==> config.mk <==
export PLATFORM = sky130hd
export DESIGN_NAME = mem_access_ctrl
export DESIGN_NICKNAME = d
export VERILOG_FILES = /design/src/rtl/mem_access_ctrl.sv
export SDC_FILE = /design/constraint.sdc
export NUM_CORES = 1
export LEC_CHECK = 0
export CORE_AREA = 3 3 156 158
export CTS_CLUSTER_DIAMETER = 50
export DETAILED_ROUTE_END_ITERATION = 10
export DIE_AREA = 0 0 159 161
export MAX_ROUTING_LAYER = met4
export PLACE_DENSITY = 0.73
export SYNTH_ARGS = -nofsm -noshare
export SYNTH_HDL_FRONTEND = slang
export SYNTH_SLANG_ARGS = --single-unit
export TNS_END_PERCENT = 5
==> constraint.sdc <==
create_clock -name clk -period 1.6 [get_ports clk]
set_input_delay 0.4 -clock clk [delete_from_list [all_inputs] [get_ports clk]]
set_output_delay 0.4 -clock clk [all_outputs]
set_load 0.005 [all_outputs]
==> src/rtl/mem_access_ctrl.sv <==
// mem_access_ctrl: single-outstanding command sequencer for the dual-read,
// single-write data memory. Paired reads and single writes arrive on a
// valid/ready command port; results leave on a valid/ready response port.
module mem_access_ctrl #(
  parameter int unsigned DATA_W = 32,
  parameter int unsigned ADDR_W = 32,
  parameter int unsigned DEPTH  = 32,
  parameter int unsigned CNT_W  = 16
) (
  input  logic              clk,
  input  logic              rst_n,
  input  logic              cmd_valid,
  output logic              cmd_ready,
  input  logic              cmd_write,
  input  logic [ADDR_W-1:0] cmd_addr_a,
  input  logic [ADDR_W-1:0] cmd_addr_b,
  input  logic [DATA_W-1:0] cmd_wdata,
  output logic              rsp_valid,
  input  logic              rsp_ready,
  output logic [DATA_W-1:0] rsp_data_a,
  output logic [DATA_W-1:0] rsp_data_b,
  output logic              rsp_err,
  output logic [ADDR_W-1:0] mem_addrA,
  output logic [ADDR_W-1:0] mem_addrB,
  output logic [ADDR_W-1:0] mem_addrWR,
  output logic [DATA_W-1:0] mem_write_data,
  output logic              mem_memread,
  output logic              mem_memwrite,
  input  logic [DATA_W-1:0] mem_read_dataA,
  input  logic [DATA_W-1:0] mem_read_dataB,
  output logic [CNT_W-1:0]  txn_count,
  output logic [CNT_W-1:0]  err_count
);

  typedef enum logic [2:0] {
    IDLE,
    RD_ISSUE,
    RD_CAPT,
    WR_ISSUE,
    RESP
  } state_t;

  localparam logic [ADDR_W-1:0] DEPTH_A = ADDR_W'(DEPTH);

  state_t state;
  state_t state_nxt;
  logic   accept;
  logic   addr_a_bad;
  logic   addr_b_bad;
  logic   cmd_bad;
  logic   rsp_fire;

  assign cmd_ready  = (state == IDLE);
  assign accept     = cmd_valid && cmd_ready;
  // Full-width compare: any upper bit set is out of range, never wrapped.
  assign addr_a_bad = (cmd_addr_a >= DEPTH_A);
  assign addr_b_bad = !cmd_write && (cmd_addr_b >= DEPTH_A);
  assign cmd_bad    = addr_a_bad || addr_b_bad;
  assign rsp_fire   = rsp_valid && rsp_ready;

  // State register.
  always_ff @(posedge clk or negedge rst_n) begin
    if (!rst_n) state <= IDLE;
    else        state <= state_nxt;
  end

  // Next-state decode.
  always_comb begin
    state_nxt = state;
    case (state)
      IDLE: begin
        if (accept) begin
          if (cmd_bad)        state_nxt = RESP;
          else if (cmd_write) state_nxt = WR_ISSUE;
          else                state_nxt = RD_ISSUE;
        end
      end
      RD_ISSUE: state_nxt = RD_CAPT;
      RD_CAPT:  state_nxt = RESP;
      WR_ISSUE: state_nxt = RESP;
      RESP:     if (rsp_fire) state_nxt = IDLE;
      default:  state_nxt = IDLE;
    endcase
  end

  // Registered memory strobes, bus lines, response fields and counters.
  // Strobes and rsp_valid are registered copies of the next-state decode so
  // they line up exactly with RD_ISSUE / WR_ISSUE / RESP and clear on reset.
  always_ff @(posedge clk or negedge rst_n) begin
    if (!rst_n) begin
      mem_memread    <= 1'b0;
      mem_memwrite   <= 1'b0;
      mem_addrA      <= '0;
      mem_addrB      <= '0;
      mem_addrWR     <= '0;
      mem_write_data <= '0;
      rsp_valid      <= 1'b0;
      rsp_err        <= 1'b0;
      rsp_data_a     <= '0;
      rsp_data_b     <= '0;
      txn_count      <= '0;
      err_count      <= '0;
    end else begin
      mem_memread  <= (state_nxt == RD_ISSUE);
      mem_memwrite <= (state_nxt == WR_ISSUE);
      rsp_valid    <= (state_nxt == RESP);
      if (accept) begin
        rsp_err    <= cmd_bad;
        rsp_data_a <= '0;
        rsp_data_b <= '0;
        // Buses only move for commands that will actually reach the memory.
        if (!cmd_bad && !cmd_write) begin
          mem_addrA <= cmd_addr_a;
          mem_addrB <= cmd_addr_b;
        end
        if (!cmd_bad && cmd_write) begin
          mem_addrWR     <= cmd_addr_a;
          mem_write_data <= cmd_wdata;
        end
      end
      if (state == RD_CAPT) begin
        rsp_data_a <= mem_read_dataA;
        rsp_data_b <= mem_read_dataB;
      end
      if (rsp_fire) begin
        txn_count <= txn_count + CNT_W'(1);
        if (rsp_err) err_count <= err_count + CNT_W'(1);
      end
    end
  end

endmodule

* Word-level counts from Yosys, hierarchy flattened
Index checks and enable logic that the tools add are counted.
W data, S select, Z words.
** Storage, ports and cells
- Word-level logic and storage cells :: 46
- Flip-flop bits (word level) :: 231
** Cells by class
- Equality and inequality tests :: 7
- Reduce and logical (&&, ||, !) cells :: 14
- Multiplexer cells :: 8
- Order comparisons :: 2
- Add/subtract/negate cells :: 2
** Operator list (number)
- $mux W32 :: 3
- $ge A32 B6 Y1 const B :: 2
- $add A16 B1 Y16 const B :: 2
- $pmux W3 S4 :: 1
- $eq A3 B2 Y1 const B :: 3
- $mux W3 :: 3
- $eq A3 B1 Y1 const B :: 2
- $eq A3 B3 Y1 const B :: 2
- $reduce_and A2 Y1 :: 3
- $logic_and A1 B1 Y1 :: 5
- $logic_not A3 Y1 :: 1
- $logic_not A1 Y1 :: 2
- $mux W2 :: 1
- $reduce_bool A2 Y1 :: 1
- $reduce_or A2 Y1 :: 1
- $logic_or A1 B1 Y1 :: 1

* Logic depth before layout (Yosys ltp)
- Depth after elaboration :: 7
- Mapped depth :: 7
- Mapped depth without buffers :: 6

* Least setup slack after synthesis
OpenSTA, ideal clock, no wires.
- Path kind :: input -> register
- Start :: input port cmd_addr_a[20]
- End :: register mem_addrWR[2]
- Stages on the path :: 7
- Path buffers :: 2
- Setup slack :: -0.242 ns
- Arrival time :: 1.714 ns
- Path through :: nor4_1 > nand4_1 > nor2_2 > and3_4 > buf_12 > buf_6 > mux2_1
** Between the ends
- Cells in the longest elaborated chain, start to end :: 5
** Ends and longest elaborated chain
- start: declaration :: line 15 : input logic [ADDR_W-1:0] cmd_addr_a,
- $ge A32 B6 Y1 :: line 56 : assign addr_a_bad = (cmd_addr_a >= DEPTH_A);
- $logic_or A1 B1 Y1 :: line 58 : assign cmd_bad = addr_a_bad || addr_b_bad;
- $logic_not A1 Y1 :: line 116 : if (!cmd_bad && cmd_write) begin
- $logic_and A1 B1 Y1 :: line 116
- $reduce_and A2 Y1 (no line)
- end signal: assignment :: line 117 : mem_addrWR <= cmd_addr_a;
- end: declaration :: line 25 : output logic [ADDR_W-1:0] mem_addrWR,
Every way passes these cells.
A chain may end at the register's enable or synchronous reset.

* Worst setup path in the final report
- Start :: register state[1]
- End :: register mem_write_data[21]
** Between the ends
- Cells in the longest elaborated chain, start to end :: 3
** Ends and longest elaborated chain
- start: declaration :: line 45 : state_t state;
- start signal: assignment :: line 64 : else state <= state_nxt;
- $logic_not A3 Y1 :: line 53 : assign cmd_ready = (state == IDLE);
- $logic_and A1 B1 Y1 :: line 54 : assign accept = cmd_valid && cmd_ready;
- $reduce_and A2 Y1 (no line)
- end signal: assignment :: line 118 : mem_write_data <= cmd_wdata;
- end: declaration :: line 26 : output logic [DATA_W-1:0] mem_write_data,
Every way passes these cells.

==> results_dict.tcl <==
set metrics [dict create \
    antennaDiodeCount 0 \
    syn_avg_cell_area_um2 14.8 \
    synth_compound_area_share_pct 7.00 \
    synth_top_family_by_area "simple AND/OR/NAND/NOR gates" \
    synth_edf_count 0 \
    ys_ff_latch 231 \
    cts-htree-levels 1 \
    syn_to_final_growth_pct 74.9 \
    max-slew-margin-rel_pct 77.0 \
    die_area_um2 25600 \
    rsz0062_at_grt "yes" \
    fin_skew_ns 0.0155 \
    yosysTopAreaCellShare_pct 68.1 \
    clk_pin_slew_ns 0.06 \
    via_per_inst 4.67 \
    power_density_nw_per_um2 987 \
    drive_gt1_share_pct 23.3 \
    synth_flop_cell "dfrtp_1" \
    yosysMostFrequentCell "dfrtp_1" \
    synth-async-reset-ratio_pct 100 \
    crit_path_max_fanout 10 \
    ant_nets 0 \
    dp_hpwl_um 18000 \
    gr-usage-all-layers_pct 20.4 \
    fin_crit_ns 1.78 \
    end_kind "register" \
    overflow 0 \
    grt_pass1_wl_um 40400 \
    yosys.area_share.xor_xnor_pct 3.09 \
    die_h_um 161 \
    place.port_buffers 393 \
    drt_wl_total_um 26500 \
    cts-root-buf "clkbuf_16" \
    synth_warnings 0 \
    cts.path.max_buffers 3 \
    syn_nets 741 \
    arrival_ns 2.18 \
    synthTopCellsByArea "dfrtp_1 (68%), a22o_1 (6.6%), mux2_4 (5.3%)" \
    synthSimpleGateAreaFrac_pct 11.1 \
    drv_slew 0 \
    synth_cell_types 32 \
    fin_nets 1232 \
    ys_seq_area_share_pct 68.1 \
    yosys-top-cells-count "dfrtp_1 (231), a22o_1 (64), and2_1 (57), mux2_4 (30), nor2b_1 (27)" \
    worstPathRequired_ns 2.01 \
    synthesis.area_um2 8490 \
    vias 6546 \
    hold_path_class "in2async" \
    clk_latency_ns 0.53 \
    drtIter0Drc 256 \
    drt_first_pass_iters 4 \
    ios 394 \
    max_cap_violations 0 \
    finalWeightedCongestion 0.807 \
    criticalPathCategory "reg2reg" \
    start_util_pct 36.5 \
    drc_errors 0 \
    worstMarginPinSlew_ns 0.344 \
    cts_made_buffers 29 \
    tritoncts "built" \
    grt_antenna_before_repair 0 \
    fin_crit_sh_pct 111 \
    post_drt_wl_per_cell_um 18.9 \
    hold_viol_final 0 \
    fin_area_um2 14900 \
    hold_ws_ns 0.349 \
    startpoint_type "register" \
    synth_adder_area_share_pct 0.295 \
    grt_pass1_vias 7121 \
    layout.cells.non_filler 1403 \
    grt_max_degree 36 \
    num_rows 56 \
    status "finished, violations left" \
    finalSetupViolCount 111 \
    netlist_instances 574 \
    core_area_um2 23300 \
    violations "setup timing" \
    cts_sinks 231 \
    fmax_ghz 0.563 \
    synth_area_leader_cell "dfrtp_1" \
    place_ws_ns -0.892 \
    p_leak_uw 0.00727 \
    die_x_um 159 \
    finalSetupTns_ns -10.59 \
    peakVddDrop_uv 668 \
    place_inst 1304 \
    layout_setup_ws_ns -0.176 \
    synth.area.mux_share_pct 7.96 \
    dpl_cell_area_um2 13200 \
    reg2reg_slack_ns -0.18 \
]
## power breakdown
| group | switching, µW | internal [µW] |
|---|---|---|
| logic | 847 | 1040 |
| registers | 124 | 6010 |
| clock network | 2540 | 4100 |
| total | 3510 | 11200 |
## what timing repair did
action,CTS,global route
pin swaps,20,32
hold endpoints to repair,25,0
endpoints found under the setup margin,361,254
resized for setup,462,122
cloned,5,4
buffers inserted,39,2
hold buffers,1,0
## cell usage in the layout (no fill, tap or decap), types with 3 or more instances in the layout
cell type / Yosys / routed
buf_12: 4 / 15
and2_4: 0 / 19
nor4_2: 0 / 8
nor3_2: 1 / 4
dfrtp_1: 231 / 231
bufinv_16: 0 / 4
nand4_1: 6 / 6
buf_4: 6 / 62
dlygate4sd2_1: 0 / 45
dlymetal6s2s_1: 0 / 7
xnor2_1: 18 / 17
nor2b_1: 27 / 27
nand3_1: 15 / 12
nand2_1: 14 / 14
clkbuf_1: 7 / 4
nand3_2: 0 / 3
buf_16: 0 / 4
mux2_2: 17 / 10
nor3_1: 7 / 3
mux2_4: 30 / 40
buf_6: 1 / 7
buf_2: 4 / 4
inv_8: 0 / 3
clkbuf_16: 0 / 33
and3_1: 6 / 6
xor2_1: 12 / 12
and2_1: 57 / 38
nor4_4: 0 / 3
nor2_1: 12 / 9
a22o_1: 64 / 64
clkdlybuf4s15_1: 0 / 208
clkinv_2: 0 / 4
buf_8: 0 / 3
clkbuf_2: 0 / 8
clkdlybuf4s50_1: 0 / 117
## layer usage
metal	vias up	routed length [µm]	global-route usage, %
met5	-	0	-
met4	0	675	5.89
met3	44	1990	5.80
met2	275	13300	34.1
met1	3237	10500	24.4
li1	2990	-	-
## worst max-delay path, cell delays in order (launching register included)
cell and delay, ns:
dfrtp_1 0.39, nor3_2 0.22, and2_4 0.20, and3_4 0.33
clkbuf_16 0.22, mux2_4 0.30
## cell type report
| cell class | count | area (µm²) |
|---|---|---|
| Clock inverter | 15 | 215 |
| Inverter | 2 | 7.51 |
| Timing Repair Buffer | 487 | 4930 |
| Clock buffer | 35 | 768 |
| Fill cell | 1778 | 8410 |
| Multi-Input combinational cell | 314 | 2760 |
| Tap cell | 319 | 399 |
| Sequential cell | 231 | 5780 |
## flip-flops by register name, summed over array words and instances, names as in the netlist, 16 cells and up
register / count
mem_addrWR: 32
rsp_data_b: 32
mem_addrA: 32
txn_count: 16
mem_write_data: 32
rsp_data_a: 32
mem_addrB: 32
err_count: 16
## worst paths after layout
path / endpoint / start / cells after the start
max reg2reg: mem_write_data[21] / state[1] / 5
min in group clk: rsp_data_a[3] / mem_read_dataA[3] / 2
min: err_count[8] / rst_n / 2
min reg2reg: mem_addrA[30] / mem_addrA[30] / 1
max in group asynchronous: mem_addrWR[17] / rst_n / 3
max: mem_write_data[21] / state[1] / 5
## through the flow
stage,utilization [%],power (µW)
6_report,63.9,14700
3_3_place_gp,56.9,8010
4_1_cts,62.7,14800
2_1_floorplan,-,6800
5_1_grt,63.9,15300
3_5_place_dp,56.9,8050
## kinds of logic after synthesis
| logic type | count (synthesis) |
|---|---|
| and+or+nand+nor | 163 |
| xor gates and xnor gates | 30 |
| muxes | 50 |
| DFF | 231 |
| adders and majority gates | 2 |
| buffers and inverters | 29 |
| AOI/OAI and AO/OA | 69 |
(Power assumes the default switching activity.)
